### src/rtl/branch_redirect_pkg.sv
// Shared constants for fetch-side branch handling: opcode, counter states, funct3 codes.
// Also provides the saturating-counter step used when training the history table.
package branch_redirect_pkg;

   localparam logic [6:0] OP_BRANCH = 7'b1100011;

   typedef enum logic [1:0] {
      CTR_SNT = 2'b00,
      CTR_WNT = 2'b01,
      CTR_WT  = 2'b10,
      CTR_ST  = 2'b11
   } ctr_e;

   localparam logic [2:0] BR_BEQ  = 3'b000;
   localparam logic [2:0] BR_BNE  = 3'b001;
   localparam logic [2:0] BR_BLT  = 3'b100;
   localparam logic [2:0] BR_BGE  = 3'b101;
   localparam logic [2:0] BR_BLTU = 3'b110;
   localparam logic [2:0] BR_BGEU = 3'b111;

   function automatic logic [1:0] ctr_next(input logic [1:0] c, input logic taken);
      if (taken) return (c == CTR_ST)  ? c : c + 2'd1;
      else       return (c == CTR_SNT) ? c : c - 2'd1;
   endfunction

endpackage

### src/rtl/branch_redirect_predecode.sv
// b_predecode: flags B-type instructions and extracts the sign-extended branch offset.
// Purely combinational; sits directly on the instruction-memory read data.
module b_predecode
   import branch_redirect_pkg::*;
(
   input  logic [31:0] instr,
   output logic        is_btype,
   output logic [31:0] imm
);

   // rs1/rs2/funct3 are irrelevant to fetch-side prediction
   logic unused_fields;
   assign unused_fields = ^instr[24:12];

   always_comb begin
      is_btype = (instr[6:0] == OP_BRANCH);
      imm      = {{20{instr[31]}}, instr[7], instr[30:25], instr[11:8], 1'b0};
   end

endmodule

### src/rtl/branch_redirect.sv
// Fetch PC owner with 2-bit counter branch prediction and execute-driven redirect.
// `BRANCH_PREDICT_EN enables the counter table; without it fetch is static not-taken.
module branch_redirect
   import branch_redirect_pkg::*;
#(
   parameter logic [31:0] RESET_PC    = 32'h0000_0000,
   parameter int          BHT_ENTRIES = 64
) (
   input  logic        clk,
   input  logic        rst_n,
   input  logic        stall,
   input  logic [31:0] if_instr,
   output logic [31:0] pc,
   output logic        if_pred_taken,
   input  logic        ex_valid,
   input  logic        ex_can_branch,
   input  logic        ex_will_branch,
   input  logic        ex_pred_taken,
   input  logic [31:0] ex_pc,
   input  logic [31:0] ex_target,
   output logic        flush
);

   logic        is_btype;
   logic [31:0] imm;
   logic [31:0] pc_q, pc_d;
   logic [31:0] corr_pc;
   logic        res, mis, pred;

   b_predecode u_predecode (
      .instr    (if_instr),
      .is_btype (is_btype),
      .imm      (imm)
   );

`ifdef BRANCH_PREDICT_EN
   localparam int IDX_W = $clog2(BHT_ENTRIES);

   logic [BHT_ENTRIES-1:0][1:0] ctr_q, ctr_d;
   logic [IDX_W-1:0]            if_idx, ex_idx;

   assign if_idx = pc_q[IDX_W+1:2];
   assign ex_idx = ex_pc[IDX_W+1:2];
   // Reads ctr_q, so a same-cycle update to this index is not visible yet
   assign pred   = is_btype & ctr_q[if_idx][1];

   always_comb begin
      ctr_d = ctr_q;
      if (res) ctr_d[ex_idx] = ctr_next(ctr_q[ex_idx], ex_will_branch);
   end

   always_ff @(posedge clk or negedge rst_n) begin
      if (!rst_n) begin
         for (int i = 0; i < BHT_ENTRIES; i++) ctr_q[i] <= CTR_WNT;
      end else begin
         ctr_q <= ctr_d;
      end
   end
`else
   localparam int unused_bht_entries = BHT_ENTRIES;
   logic unused_btype;
   assign unused_btype = is_btype;
   assign pred         = 1'b0;
`endif

   assign res     = ex_valid & ex_can_branch;
   assign mis     = res & (ex_will_branch != ex_pred_taken);
   assign corr_pc = ex_will_branch ? ex_target : ex_pc + 32'd4;

   // A resolved mispredict outranks stall: the wrong path must never be held
   always_comb begin
      pc_d = pc_q + 32'd4;
      if (mis)       pc_d = corr_pc;
      else if (stall) pc_d = pc_q;
      else if (pred)  pc_d = pc_q + imm;
   end

   always_ff @(posedge clk or negedge rst_n) begin
      if (!rst_n) pc_q <= RESET_PC;
      else        pc_q <= pc_d;
   end

   assign pc            = pc_q;
   assign if_pred_taken = pred;
   assign flush         = mis;

endmodule
### config.mk
export PLATFORM = sky130hd
export DESIGN_NAME = branch_redirect
export DESIGN_NICKNAME = d
export VERILOG_FILES = /design/src/rtl/branch_redirect_pkg.sv /design/src/rtl/branch_redirect_predecode.sv /design/src/rtl/branch_redirect.sv
export SDC_FILE = /design/constraint.sdc
export NUM_CORES = 1
export LEC_CHECK = 0
export CAP_MARGIN = 15
export CORE_ASPECT_RATIO = 1.25
export CORE_UTILIZATION = 41
export DETAILED_ROUTE_END_ITERATION = 16
export PLACE_DENSITY_LB_ADDON = 0.3
export SKIP_CTS_REPAIR_TIMING = 1
export SYNTH_ARGS = -nofsm -noshare
export SYNTH_HDL_FRONTEND = slang
export SYNTH_SLANG_ARGS = --single-unit
### constraint.sdc
create_clock -name clk -period 2.1 [get_ports clk]
set_input_delay 0.42 -clock clk [delete_from_list [all_inputs] [get_ports clk]]
set_output_delay 0.42 -clock clk [all_outputs]
set_load 0.01 [all_outputs]
==> metrics.csv <==
metric,value,unit
slew_viol_final,0,
fin_crit,2070,ps
cp_slowest_cell,or4_4,
drive_gt1_share,16.8,%
setup_viol,0,
yosys.area.top_type,dfrtp_1,
swShare,34.9,%
r2r_slack,360,ps
rsz0062_at_grt,yes,
netlist_top_cells_area,"dfrtp_1 (30%), xor2_1 (7.9%), mux2i_1 (7.1%)",
yosysWarnings,0,
num_rows,32,
final_common_cell,clkdlybuf4s50_1,
cpPeakStageDelay,590,ps
r2r_end,pc[28],
crit_type,input port to register,
area_delta_synth_final,63.4,%
r2r_start,pc[9],
clockBufferDepth,2,
globalplace.congestion,0.841,
run_status,finished clean,
p_leak,0.00187,uW
cp-start-kind,input port,
final_area,4370,sq um
cts_root_buf,clkbuf_8,
finalCritPeriodShare,98.4,%
switchingPower,960,uW
grt_max_degree,37,
final_cell_mix,"clkdlybuf4s50_1 (94), buf_4 (50), dfrtp_1 (32)",
grt_usage,27.2,%
cts.clk_slew.worst_paths,70,ps
ys_seq_area_share,29.9,%
port_buffers,103,
clk_latency,290,ps
pwr-share-clk,18.6,%
final_core_util,69.9,%
largest_register_ffs,32,
pin_count,137,
cts_tree,done,
core,6250,sq um
ant_nets,0,
cp-end-kind,register,
drt_iter0_markers,173,
antenna_found_initial,0,
vias_per_cell,5.57,
grt_pass1_vias,3086,
ys.flop_type,dfrtp_1,
yosysTopAreaCellShare,29.9,%
min_from,pc[0],
netlist_area,2670,sq um
cts_max_level,2,
finClkSkew,7.86,ps
avgSynthCellArea,8.23,sq um
yosys.cell_types.count,44,
worstRegToRegCells,6,
ys_ff_latch,32,
n_antenna_cell,0,
totalWireLength,8840,um
worst_ep_required_time,2270,ps
drcViolationCount,0,
grt_pass1_wl,14300,um
hp-class,register to register,
dr.pass1.iters,4,
clock.fmax,484,MHz
ys_async_sr_fraction,100,%
syn-instance-count,325,
die_width,74.2,um
cts_sinks,32,
cts_buffers,5,
die_h,92.3,um
worstHoldEndpoint,pc[0],
start_util,42.8,%
crit_chain,"clkdlybuf4s50_1, nand3_2, or4_4, o31a_1, o311ai_2, o21ai_1",
place_area,4190,sq um
finish.net_count,575,
p_int,1790,uW
cap_violations,0,
grt.overflow.total,0,
synth-edff-count,0,
combPwrFrac,44.5,%
routed-via-count,3098,
path_max_fanout,4,
synthesis.nets,430,
whs_path_depth,2,
vdd_drop_max,0.662,mV
dp_hpwl,6730,um
power_frac_seq,36.9,%
power_density,630,nW/um^2
routedWlPerCell,15.9,um
hold_viol,0,
die-area,6850,sq um
cp_data_arrival_time,2240,ps
==> kinds of logic after synthesis <==
kind of cell	synth area share (%)
AOI/OAI and AO/OA	12.3
xor gates and xnor gates	14.4
adders and majority gates	0.936
buffers and inverters	3.65
DFF	29.9
muxes	7.11
other	0.140
and+or+nand+nor	31.5
==> worst max-delay path by stage <==
stage | cells past startpoint | from | end | slack [ps]
final | 6 | ex_pc[9] | pc[26] | 30
after global routing | 6 | ex_pc[9] | pc[26] | -60
after CTS | 4 | ex_will_branch | flush | -160
after detailed placement | 7 | ex_pc[2] | pc[26] | -450
after global placement | 7 | ex_pc[2] | pc[26] | -360
after floorplan | 6 | ex_pc[2] | pc[26] | 50
==> metal layers <==
metal	routed length, um	track usage [%]
met1	3360	31.5
met2	4830	47.7
met3	433	4.79
met4	221	11.9
met5	0	0
==> through the flow <==
| stage | instances | setup slack (ps) | setup TNS (ps) | power, uW | hold slack (ps) |
|---|---|---|---|---|---|
| floorplan | 325 | 54.3 | 0 | 1500 | 124 |
| global placement | 547 | -361 | -3150 | 2190 | 510 |
| detailed placement | 547 | -450 | -4870 | 2240 | 543 |
| CTS | 555 | -159 | -486 | 2750 | 554 |
| global route | 556 | -60.3 | -69.9 | 2920 | 599 |
| finish | 556 | 32.6 | 0 | 2750 | 549 |
==> Yosys cell counts (all sizes together), types with 2 or more instances <==
cell type,n
a21oi,8
a31oi,3
and2,4
and3,15
and4,11
buf,5
clkbuf,14
dfrtp,32
ha,2
inv,5
mux2i,19
nand2,20
nand2b,2
nand3,30
nand4,19
nor2,28
nor2b,11
nor3,4
nor4,4
o211ai,13
o21ai,13
o22ai,6
xnor2,20
xor2,24
==> power groups by stage <==
stage	Sequential, uW	Combinational [uW]	Clock [uW]
detailed placement	1020	1220	0
floorplan	1070	433	0
global route	1050	1330	544
finish	1010	1220	513
CTS	1010	1220	514
global placement	1010	1180	0
==> layout make-up <==
class,count,area [sq um]
Tap cell,85,106
Timing Repair Buffer,157,1510
Sequential cell,32,801
Fill cell,502,1880
Inverter,5,18.8
Multi-Input combinational cell,269,1840
Clock buffer,6,82.6
Clock inverter,2,10.0
==> critical path, delay by kind of cell <==
kind	cells	cell delay, ps
AO/OA/AOI/OAI	3	610
AND/OR/NAND/NOR	2	680
buffers and inverters	1	510
Note: power is estimated with default switching activity, not from simulation.
